$ cat src/rtl/wave_pkg.sv
// Shared types and widths for the waveform generator output path.
package wave_pkg;
    localparam int WAVE_W = 8;
    localparam int GAIN_W = 2;

    typedef enum logic [1:0] {
        PWM_IDLE  = 2'd0,
        PWM_RUN   = 2'd1,
        PWM_DRAIN = 2'd2
    } pwm_state_t;
endpackage

$ cat src/rtl/pwm_prescaler.sv
// Clock divider for the PWM period counter: tick is high once every
// PRESCALE clocks. clr restarts the division so a new run gets a full
// first step.
module pwm_prescaler #(
    parameter int PRESCALE = 1
) (
    input  logic clk,
    input  logic rst,
    input  logic clr,
    output logic tick
);
    localparam int CW = $clog2(PRESCALE) + 1;
    localparam logic [CW-1:0] LAST = CW'(PRESCALE - 1);

    logic [CW-1:0] pcnt;

    // With PRESCALE=1 the counter sits at 0 and tick is always high.
    assign tick = (pcnt == LAST);

    // Divider count, restarted on reset, clear or at the tick.
    always_ff @(posedge clk) begin
        if (rst || clr || tick) pcnt <= '0;
        else                    pcnt <= pcnt + CW'(1);
    end
endmodule

$ cat src/rtl/pwm_dac.sv
// PWM output stage: latches one waveform sample per PWM period and emits a
// registered single-bit PWM signal for the RC-filtered output.
// Build option: define PWM_SCALE_EN to attenuate samples by gain (s >> gain);
// without it gain is accepted but ignored.
module pwm_dac
    import wave_pkg::*;
#(
    parameter int PRESCALE = 1,
    parameter int WIDTH    = WAVE_W
) (
    input  logic              clk,
    input  logic              rst,
    input  logic [WIDTH-1:0]  sample,
    input  logic              enable,
    input  logic [GAIN_W-1:0] gain,
    output logic              pwm_out,
    output logic              sample_req,
    output logic [WIDTH-1:0]  period_cnt
);
    localparam logic [WIDTH-1:0] CNT_MAX = {WIDTH{1'b1}};

    pwm_state_t       state, state_nxt;
    logic [WIDTH-1:0] cnt, cnt_nxt;
    logic [WIDTH-1:0] duty, duty_nxt;
    logic [WIDTH-1:0] scaled;
    logic             latch;
    logic             clr;
    logic             tick;

`ifdef PWM_SCALE_EN
    assign scaled = sample >> gain;
`else
    assign scaled = sample;
    logic unused_gain;
    assign unused_gain = ^gain;
`endif

    pwm_prescaler #(.PRESCALE(PRESCALE)) u_presc (
        .clk  (clk),
        .rst  (rst),
        .clr  (clr),
        .tick (tick)
    );

    assign period_cnt = cnt;

    // Next state, counter and duty; duty moves only at a period boundary.
    always_comb begin
        state_nxt = state;
        cnt_nxt   = cnt;
        duty_nxt  = duty;
        latch     = 1'b0;
        clr       = 1'b0;
        case (state)
            PWM_IDLE: begin
                cnt_nxt  = '0;
                duty_nxt = '0;
                if (enable) begin
                    state_nxt = PWM_RUN;
                    duty_nxt  = scaled;
                    latch     = 1'b1;
                    clr       = 1'b1;
                end
            end
            PWM_RUN, PWM_DRAIN: begin
                // Dropping enable only marks the period as the last one;
                // re-asserting it mid-period resumes without a restart.
                state_nxt = enable ? PWM_RUN : PWM_DRAIN;
                if (tick) begin
                    if (cnt == CNT_MAX) begin
                        cnt_nxt = '0;
                        if (enable) begin
                            state_nxt = PWM_RUN;
                            duty_nxt  = scaled;
                            latch     = 1'b1;
                        end else begin
                            // Enable low at the wrap (even if it fell on this
                            // very clock) ends the run without a new latch.
                            state_nxt = PWM_IDLE;
                            duty_nxt  = '0;
                        end
                    end else begin
                        cnt_nxt = cnt + WIDTH'(1);
                    end
                end
            end
            default: state_nxt = PWM_IDLE;
        endcase
    end

    // State, counter, duty and the registered compare output.
    always_ff @(posedge clk) begin
        if (rst) begin
            state      <= PWM_IDLE;
            cnt        <= '0;
            duty       <= '0;
            pwm_out    <= 1'b0;
            sample_req <= 1'b0;
        end else begin
            state      <= state_nxt;
            cnt        <= cnt_nxt;
            duty       <= duty_nxt;
            sample_req <= latch;
            pwm_out    <= (state != PWM_IDLE) && (cnt < duty);
        end
    end
endmodule

$ cat config.mk
export PLATFORM = sky130hd
export DESIGN_NAME = pwm_dac
export DESIGN_NICKNAME = d
export VERILOG_FILES = /design/src/rtl/wave_pkg.sv /design/src/rtl/pwm_prescaler.sv /design/src/rtl/pwm_dac.sv
export SDC_FILE = /design/constraint.sdc
export NUM_CORES = 1
export LEC_CHECK = 0
export BUFFER_PORTS_ARGS = -buffer_cell sky130_fd_sc_hd__clkbuf_2
export CAP_MARGIN = 5
export CORE_MARGIN = 2
export CORE_UTILIZATION = 50
export CTS_CLUSTER_SIZE = 30
export DETAILED_ROUTE_END_ITERATION = 8
export MAX_ROUTING_LAYER = met4
export PLACE_DENSITY = 0.79
export RECOVER_POWER = 25
export SYNTH_ARGS = -nofsm -noshare
export SYNTH_HDL_FRONTEND = slang
export SYNTH_SLANG_ARGS = --single-unit
$ cat constraint.sdc
create_clock -name clk -period 4.75 [get_ports clk]
set_clock_uncertainty 0.05 [all_clocks]
set_input_delay 0.2375 -clock clk [delete_from_list [all_inputs] [get_ports clk]]
set_output_delay 0.2375 -clock clk [all_outputs]
set_load 0.005 [all_outputs]
; ---- Word level (Yosys, flattened, before mapping)
; Index checks and enable logic that the tools add are counted.
[word_totals]
regBits = 21
out_inout_bits = 10
in_bits = 13
[op_classes]
add_sub_neg = 2
bitwise = 1
mux = 18
eq_ne = 6
reduce_logical = 9
magnitude_cmp = 1
[ops]
columns = op, n
row1 = $mux 8, 5
row2 = $pmux 8 s2, 2
row3 = $add 8x1->8 const B, 1
row4 = $eq 8x8->1 const B, 1
row5 = $lt 8x8->1, 1
row6 = $mux 2, 4
row7 = $ne 2x2->1 const B, 3
row8 = $mux 1, 5
row9 = $pmux 2 s2, 1
row10 = $reduce_bool 2->1, 2
row11 = $reduce_and 3->1, 1
row12 = $eq 2x1->1 const B, 1
row13 = $eq 2x2->1 const B, 1
row14 = $logic_not 2->1, 1
row15 = $logic_or 1x1->1, 2
row16 = $pmux 1 s2, 1
row17 = $reduce_and 2->1, 1
row18 = $reduce_or 2->1, 1
row19 = $add 1x1->1 const B, 1
row20 = $logic_and 1x1->1, 1
row21 = $not 1->1, 1

; ---- Longest topological paths before layout
; Gate-level depths: netlist of run 1.
[logic_depth]
depth_word = 4
mapped_depth = 6
depth_no_buf = 6

; ---- Hierarchy
; From an unflattened synthesis of run 1, not the netlist that was laid out.
[unflattened]
cells_unflattened = 123
area_unflattened_um2 = 1132.3
[modules_own_cells]
columns = mod, cells_per_inst, n_inst, seq_area_each_um2, area_per_inst_um2
row1 = pwm_dac, 120, 1, 400.4, 1104.8
row2 = pwm_prescaler, 3, 1, 20.0, 27.5

; ---- Worst setup path after synthesis of run 1
; No wires, ideal clock.
[synth_path]
path_type = reg-to-reg
from = register cnt[0], in the netlist period_cnt[0]
to = register duty[0]
required_ps = 4583
setup_slack_ps = 3174
setup_time_ps = 117
n_path_buf = 1
arrival_time_ps = 1409
period_less_slack_ps = 1576
path_stages_with_launch = 7
path_cell_list = dfxtp_1 ha_1 and4b_1 a21boi_2 o21ba_1 buf_6 a22o_1
[synth_via]
elab_chain_len = 3
[synth_rtl]
columns = item, line_no
row1 = "start, declared", pwm_dac.sv:23  ; logic [WIDTH-1:0] cnt, cnt_nxt;
row2 = "start signal, assigned", pwm_dac.sv:101  ; cnt <= cnt_nxt;
row3 = $eq 8x8->1, pwm_dac.sv:70  ; if (cnt == CNT_MAX) begin
row4 = $ne 2x2->1 (no line), --
row5 = $reduce_and 3->1 (no line), --
row6 = "end signal, assigned", pwm_dac.sv:102  ; duty <= duty_nxt;
row7 = "end, declared", pwm_dac.sv:24  ; logic [WIDTH-1:0] duty, duty_nxt;
; No other way between the ends.
; A chain may end at the register's enable or synchronous reset.

; ---- Worst setup path after layout of run 1
[layout_path]
from = register state[0]
to = register cnt[7], in the netlist period_cnt[7]
[layout_via]
elab_chain_len = 4
word_cells_on_any_way = 8
cone_classes = eq/ne: 3 / mux: 1 / reduce/logical: 4
[layout_rtl]
columns = item, line_no
row1 = "start, declared", pwm_dac.sv:22  ; pwm_state_t state, state_nxt;
row2 = "start signal, assigned", pwm_dac.sv:100  ; state <= state_nxt;
row3 = $eq 2x1->1 / $eq 2x2->1 (equally long branches), pwm_dac.sv:54  ; case (state)
row4 = $reduce_or 2->1, pwm_dac.sv:54
row5 = $ne 2x2->1 (no line) / $reduce_bool 2->1 (equally long branches), --
row6 = $reduce_and 2->1 (no line), --
; Several ways; a longest one is shown, not always the timed one.

==> results by stage, run 1 <==
Status:
- The flow ran to the end, and the final reports show no timing, DRC or antenna violations.

Clock tree:
- The number of clock buffers inserted by TritonCTS is 3.
- The cts-stage hold buffer count is 0.
- The number of gates resized after CTS is 0.
- The clock-pin slew of the registers on the worst-case setup and hold paths is 110 ps.
- The clock tree from TritonCTS is yes.
- Clock latency on the worst-skew pair, taken at its later pin, is 300 ps.
- The largest buffer count on any clock path is 2.
- Post-CTS timing repair inserted 0 buffers for setup.
- The number of levels the H-tree was split into is 1.
- The clock sink count is 21.
- CTS placed an instance of sky130_fd_sc_hd__clkbuf_4 at the clock tree root.

GRT:
- The initial antenna violation count is 0.
- The global route total overflow is 0.
- The first global-routing pass estimated 3415 um of wire.
- Entering global routing, the biggest net connects 13 pins.
- Global routing used 18.40% of the available tracks across all layers.
- The number of global-route vias before repair is 818.

Setup path:
- In this design, the largest share of critical-path delay is due to compound AO/OA/AOI/OAI gates.
- The critical path is of the register to register type.
- At the worst endpoint, the arrival time is 1950 ps.
- The highest fanout seen on the critical path is 7.
- Traced cell by cell, the critical path runs through inv_1 > ha_1 > a21oi_1 > nand4_1 > xor2_1 > nor2_1.
- The buffering stage count on the worst path with inverters included is 1.
- The critical path endpoint category is a register.
- The startpoint kind of the worst setup timing path is a register.
- The library cell contributing the largest single delay on the critical path is sky130_fd_sc_hd__a21oi_1.
- The largest single stage delay on the critical path is 430 ps.
- Data on the critical path is required at its endpoint by 4900 ps.

Placed design:
- The total half-perimeter wirelength after legalization and detailed placement is 1599 um.
- Summing all placed instances gives a cell area of 0.001164 sq mm.
- During placement, the flow inserted port buffers numbering 20.
- The setup slack at placement is 3008 ps.
- The number of placed instances with taps included is 156.
- Routability-driven placement finished with a final weighted congestion of 0.8504.

Pwr:
- After layout, the design draws a total of 0.3147 mW.
- Power spread over the standard cell area amounts to 264.5 mW/mm^2.
- The total leakage power is 0.5326 nW.
- The largest vdd supply drop is 0.1662 mV.

Final layout:
- The post-route standard cell area excluding fillers is 0.001190 sq mm.
- The filler-free cell count of the finished design is 160.
- At the end of the flow, the number of nets in the layout was 157.
- The area growth from synthesis to layout is 13.89%.
- For this run, the share of the core covered by cells in the final layout is 60.65%.
- Of the cells placed in the final design, the portion with a size suffix greater than 1 is 19.55%.
- The number of antenna diodes in the final layout is 0.
- The layout has 197 filler cells.

STA:
- The number of slew-limit violations in the final report came to 0.
- The setup total negative slack is 0 ps.
- Across all hold checks on the routed design, the worst slack comes to 77.24 ps.
- The final number of hold-violating endpoints is 0.
- The fraction of the cycle the final worst path needs is 38.08%.
- The post-layout worst setup margin is 2941 ps.
- The achievable frequency is 552.9 MHz.
- For the finished layout, the period the worst path requires is 1809 ps.
- The setup-violating endpoint count in the final report is 0.
- Setup repair after global routing left no endpoint under its margin.

Drt:
- Before antenna repair, the detailed router went through 4 iterations.
- The remaining routing DRC violations is 0.
- In the final routed layout, each cell accounts on average for 13.19 um.
- Summing over every cut layer, the via total after detailed routing is 893.
- Using the TritonRoute via totals, the vias-per-cell ratio works out to 5.581.
- The amount of wire on met2 after detailed routing is 1016 um.
- The detailed router put a total of 930 um of wire on met1.
- The post-detailed-routing wire length is 2111 um.
- The number of design-rule violations left by the first detailed-router iteration is 33.
- In this run the top signal layer used is met4.
- The amount of wire on met3 after detailed routing is 110 um.
- In this run the remaining antenna-violating nets after routing total 0.

Yosys:
- The proportion of netlist area held by the largest area contributor is 40.24%.
- The number of warning messages in the yosys log is 0.
- In the synthesized netlist, the number of instances is 111.
- Counting flops and latches in the post-synthesis netlist gives 21.
- The commonest cells after synthesis are sky130_fd_sc_hd__dfxtp_1 (21), sky130_fd_sc_hd__ha_1 (10), sky130_fd_sc_hd__nor2_1 (10).
- The area of the mapped netlist is 0.001045 sq mm.
- Yosys attributes the largest share of cell area to sky130_fd_sc_hd__dfxtp_1 (40%), sky130_fd_sc_hd__ha_1 (12%), sky130_fd_sc_hd__a22o_1 (6.7%), sky130_fd_sc_hd__xor2_1 (4.2%), sky130_fd_sc_hd__nand2b_1 (3.6%).
- Of all flip-flops after synthesis, the portion carrying an async set or reset was 0%.
- The number of different library cells in the post-synthesis netlist is 33.
- The most used standard cell by instance count after synthesis is sky130_fd_sc_hd__dfxtp_1.
- The post-synthesis area per instance is 9.412 sq um.
- Summed over all instances, the cell type with the most area after synthesis is sky130_fd_sc_hd__dfxtp_1.
- The main flop type after synthesis is sky130_fd_sc_hd__dfxtp_1.
- Sequential cells were found to cover 40.24% of the synthesized design area.
- The post-synthesis net count is 134.
- Counting flops with a built-in enable in the synthesized netlist gives 0.

Die:
- The total number of placement rows is 16.
- The starting utilization of the core area is 53.25%.
- In this run the standard cell core region covers 0.001962 sq mm.
- The number of primary I/O pins is 23.
- From bottom edge to top edge, the die measures 49.71 um.
- The floorplan die width is 49.71 um.
- The area enclosed by the die boundary is 0.002471 sq mm.

Hold path:
- The worst hold path belongs to the class input port to register.

Job:
- The max-cap violation count is 0.
-- cell families (layout without fill, tap and decap cells) --
| kind of cell | Yosys count | after routing | synth area share [%] |
|---|---|---|---|
| xor gates and xnor gates | 5 | 5 | 4.191 |
| DFF | 21 | 21 | 40.24 |
| and+or+nand+nor | 36 | 36 | 19.40 |
| AOI/OAI and AO/OA | 27 | 27 | 19.16 |
| other | 1 | 1 | 0.3589 |
| adders and majority gates | 10 | 10 | 11.98 |
| buffers and inverters | 11 | 33 | 4.670 |
-- worst register-to-register path, stage by stage (launching register included) --
cell	delay [ps]
sky130_fd_sc_hd__dfxtp_1	360
sky130_fd_sc_hd__inv_1	70
sky130_fd_sc_hd__ha_1	360
sky130_fd_sc_hd__a21oi_1	430
sky130_fd_sc_hd__nand4_1	200
sky130_fd_sc_hd__xor2_1	180
sky130_fd_sc_hd__nor2_1	50
-- state kept, by name, indices dropped and copies added, names as in the netlist --
| signal | cells |
|---|---|
| period_cnt | 8 |
| duty | 8 |
| u_presc.pcnt | 1 |
| sample_req | 1 |
| state | 2 |
| pwm_out | 1 |
-- routing by layer --
layer | global-route usage (%) | vias up
li1 | - | 439
met1 | 21.67 | 411
met2 | 30.44 | 36
met3 | 3.030 | 7
met4 | 8.796 | 0
met5 | - | -
-- report_power, final --
group	switching [mW]	internal, mW	total (mW)	leakage, nW
registers	0.00449	0.183	0.188	0.171
logic	0.0227	0.0194	0.0421	0.344
clock network	0.0533	0.0314	0.0847	0.0177
-- cells in the final DEF (no fill, tap or decap), types with 3 or more instances in the layout --
cell and instances:
sky130_fd_sc_hd__clkbuf_2 19, sky130_fd_sc_hd__a21oi_1 6, sky130_fd_sc_hd__ha_1 10, sky130_fd_sc_hd__inv_1 9
sky130_fd_sc_hd__nor2_1 10, sky130_fd_sc_hd__nand2b_1 6, sky130_fd_sc_hd__nand3_1 3, sky130_fd_sc_hd__nand4_1 3
sky130_fd_sc_hd__a22o_1 8, sky130_fd_sc_hd__dfxtp_1 21, sky130_fd_sc_hd__clkbuf_4 3, sky130_fd_sc_hd__xor2_1 5
-- final timing paths --
check             cells past startpoint     start  slack (ps)             to
setup / recovery                      6  state[0]        2940  period_cnt[7]
setup reg to reg                      6  state[0]        2940  period_cnt[7]
hold reg to reg                       1   duty[1]         440        duty[1]
hold / removal                        2    enable          80       state[1]
-- cell type report --
cell class | instances | area [sq um] | area share (%)
clock inverters | 1 | 5.005 | 0.4206
clock buffers | 3 | 22.52 | 1.893
well taps | 27 | 33.78 | 2.839
inverters | 9 | 33.78 | 2.839
flip-flops and latches | 21 | 420.4 | 35.33
repair buffers | 20 | 98.84 | 8.307
multi-input cells | 79 | 575.6 | 48.37
No activity file was read; power rests on OpenSTA's default activity.
==> run 2, diff against run 1 <==
Settings changed: ABC_AREA from default to 1, CORE_UTILIZATION 50 to 48.
Clock period 4.75 ns to 1.6 ns, I/O delays scaled along.
==> results by stage, run 2 <==
Status:
- The run finished with clean final reports.

Die:
- The total number of placement rows is 17 (+1).
- The area enclosed by the die boundary was 0.002834 sq mm (+15%).
- The die height came to 53.24 um (+7.1%).
- The number of primary I/O pins is 23 (unchanged).
- The starting utilization of the core area is 51.61% (-1.6 points).
- The placeable core region was 0.002255 sq mm (+15%).
- The floorplan die width is 53.24 um (+7.1%).

Clock tree:
- The largest buffer count on any clock path is 2 (unchanged).
- The cell sitting at the root of the clock tree is a sky130_fd_sc_hd__clkbuf_4.
- The insertion delay of the later-clocked pin in the worst-skew pair is 300 ps (about the same).
- The clock-pin slew of the registers on the worst-case setup and hold paths came to 120 ps (about the same).
- The number of levels the H-tree was split into is 1 (unchanged).
- The number of clock buffers inserted by TritonCTS is 3 (unchanged).
- TritonCTS built the clock tree.
- The clock sink count was 21 (unchanged).

Final layout:
- The area growth from synthesis to layout is 26.24%.
- The count of fill cells added during filler insertion was 205 (+4.1%).
- The post-route standard cell area excluding fillers was 0.001469 sq mm (+23%).
- Leaving out fill and tap cells, the most frequent cell in the layout is sky130_fd_sc_hd__nand2_1.
- The top cell types in the final layout, fill and taps aside, are sky130_fd_sc_hd__nand2_1 (29), sky130_fd_sc_hd__inv_1 (22), sky130_fd_sc_hd__dfxtp_1 (20).
- The number of nets in the finished design is 214 (+36%).
- The fraction of layout instances using a drive strength above 1 is 25.79% (+6.2 points).
- The count of inserted antenna diode cells is 0 (unchanged).

Pwr:
- The total chip power is 1.117 mW (+250%).
- The total leakage power is 0.6450 nW (+21%).
- The largest vdd supply drop is 0.5293 mV (+220%).
- The total power density per cell area is 760.5 mW/mm^2 (+190%).

STA:
- The minimum clock period after layout came to 1521 ps (-287.2 ps).
- Setup repair after global routing left no endpoint under its margin.
- The achievable frequency is 657.3 MHz (+19%).
- The setup-violating endpoint count in the final report was 0 (unchanged).
- The setup total negative slack is 0 ps (unchanged).
- The fraction of the cycle the final worst path needs came to 95.09% (+57 points).
- The final number of hold-violating endpoints came to 0 (unchanged).
- The number of slew-limit violations in the final report is 0 (unchanged).

GRT:
- The largest net degree at the start of global routing is 14 (+1).
- The global route total overflow is 0 (unchanged).
- The global-route track usage on met3 came to 3.107% (+0.077 points).
- The layer with the highest usage after global routing is met2.
- The initial antenna violation count is 0 (unchanged).
- The met2 demand-to-capacity share in global routing was 38.07% (+7.6 points).
- The total global-route track usage came to 23.26% (+4.9 points).
- The first-pass GRT wire length came to 4685 um (+37%).
- The number of global-route vias before repair was 1093 (+34%).
- The met1 layer usage reported by global route is 28.60% (+6.9 points).

Setup path:
- The highest fanout seen on the critical path is 7 (unchanged).
- The first element of the critical path is state[1].
- The buffering stage count on the worst path with inverters included is 3 (+2).
- The cell with the most instances on the worst path is sky130_fd_sc_hd__buf_4.
- The worst register-to-register path begins at state[1].
- The arrival time reported for the critical path endpoint is 1670 ps (-280 ps).
- The worst setup path is launched from a register.
- The cell family contributing the most delay on the critical path is buffers and inverters.
- The category of the most critical setup path is register to register.
- Traced cell by cell, the critical path runs through inv_1 > ha_4 > buf_4 > nand2_4 > buf_4 > a21oi_1 > a21oi_2.
- STA classifies the critical path endpoint as a register.
- The data required time of the worst path is 1750 ps (-3150 ps).
- The library cell contributing the largest single delay on the critical path is sky130_fd_sc_hd__dfxtp_1.
- The stage delay of the slowest cell on the critical path is 350 ps (-80 ps).

Drt:
- The residual antenna-violating net count after detailed routing is 0 (unchanged).
- The routed length per placed instance is 12.51 um (-5.2%).
- The via density per instance is 5.151 (-7.7%).
- The overall via count from detail_route came to 1123 (+26%).
- The number of design-rule violations left by the first detailed-router iteration is 24 (-27%).
- The detailed-router iteration count before antenna repair came to 4 (unchanged).
- The post-detailed-routing wire length is 2727 um (+29%).
- The remaining routing DRC violations is 0 (unchanged).

Yosys:
- The proportion of netlist area held by the largest area contributor is 36.13% (-4.1 points).
- The number of warning messages in the yosys log is 0 (unchanged).
- The post-synthesis area per instance was 7.757 sq um (-18%).
- The post-synthesis instance total was 150 (+35%).
- By area the synthesized netlist is led by sky130_fd_sc_hd__dfxtp_1 (36%), sky130_fd_sc_hd__ha_1 (11%), sky130_fd_sc_hd__nand2_1 (9.4%), sky130_fd_sc_hd__a21oi_1 (7.7%), sky130_fd_sc_hd__inv_1 (7.1%).
- Summed over all instances, the cell type with the most area after synthesis is sky130_fd_sc_hd__dfxtp_1.
- The register area share after synthesis is 36.13% (-4.1 points).
- The number of different library cells in the post-synthesis netlist is 22 (-33%).
- For this run, the leading register cell type out of synthesis is sky130_fd_sc_hd__dfxtp_1.
- The post-synthesis net count is 173 (+29%).
- The most common cell in the synthesized netlist is sky130_fd_sc_hd__nand2_1.
- The post-synthesis register bit count is 21 (unchanged).
- After synthesis, the most frequently instantiated cells are sky130_fd_sc_hd__nand2_1 (29), sky130_fd_sc_hd__inv_1 (22), sky130_fd_sc_hd__dfxtp_1 (21).
- The area of the mapped netlist is 0.001164 sq mm (+11%).
- The number of synthesized flops with an enable pin is 0 (unchanged).
- The share of flip-flops with an asynchronous set or reset after synthesis was 0% (unchanged).

Placed design:
- The total half-perimeter wirelength after legalization and detailed placement is 1924 um (+20%).
- The placement-stage cell area is 0.001328 sq mm (+14%).
- The count of buffers from port buffering was 20 (unchanged).
- The final weighted congestion in routability-driven placement is 0.8660 (+1.8%).

Hold path:
- The startpoint of the worst hold path is enable.
- The worst min-delay path class is input port to register.

Job:
- The max-cap violation count is 0 (unchanged).
==> run 2: changes by cell type after synthesis, sizes merged, moves of 3 or more <==
cell    delta
nand2     +33
a21oi     +19
inv       +13
a22o       -8
nand2b     -6
nand3      +4
nor2       +4
xor2       -3
==> run 2: worst reg2reg max path, cell delays in order, from the launching register on <==
cell and delay, ps:
sky130_fd_sc_hd__dfxtp_1 350, sky130_fd_sc_hd__inv_1 80, sky130_fd_sc_hd__ha_4 290, sky130_fd_sc_hd__buf_4 160
sky130_fd_sc_hd__nand2_4 90, sky130_fd_sc_hd__buf_4 160, sky130_fd_sc_hd__a21oi_1 200, sky130_fd_sc_hd__a21oi_2 40
==> run 2: kinds of logic after synthesis <==
kind of cell,count (synthesis),synth area share (%)
compound gates,31,16.67
xor+xnor,3,2.258
fa+ha+maj,10,10.75
buf+inv,25,10.43
flops,21,36.13
other cells,1,0.3223
simple gates,59,23.44
==> run 2: metrics by stage <==
step,hold WS [ps],setup WS (ps),utilization [%],instances
after global placement,265.7,75.34,58.88,204
final,83.42,78.63,65.15,218
after detailed placement,274.4,17.86,58.88,204
after floorplan,99.07,87.74,-,150
after CTS,52.58,0.03719,64.04,217
after global routing,96.59,6.203,65.15,218
==> run 2: report_power, final <==
part	switching (mW)	internal [mW]
logic	0.159	0.124
clock network	0.155	0.0970
registers	0.0208	0.562
total	0.334	0.783
==> run 2: routing by layer <==
metal,share of wire [%],wire (um),up-vias
li1,-,-,563
met1,43,1163,518
met2,52,1408,36
met3,3.7,102,6
met4,1.9,53,0
met5,0,0,-
==> run 2: repair_timing <==
action | 4_1_cts | 5_1_grt
endpoints found under the hold margin | 10 | 0
hold buffers | 9 | 0
setup buffers | 0 | 1
setup endpoints to repair | 0 | 15
gates resized for setup | 0 | 5
==> run 2: path summary, 6_finish.rpt <==
path                            cells after the start  slack, ps       end
worst max-delay path                                7         80   duty[3]
worst min-delay path                                4         80  state[1]
worst max register to register                      7         80   duty[3]
worst min register to register                      2        460   duty[1]
==> run 2: cell type report <==
type                    count  area [sq um]  share of cell area [%]
well taps                  28         35.03                   2.385
repair buffers             39         255.2                   17.38
flip-flops and latches     21         421.7                   28.71
clock buffers               4         26.28                   1.789
multi-input cells         104         648.1                   44.12
inverters                  22         82.58                   5.622
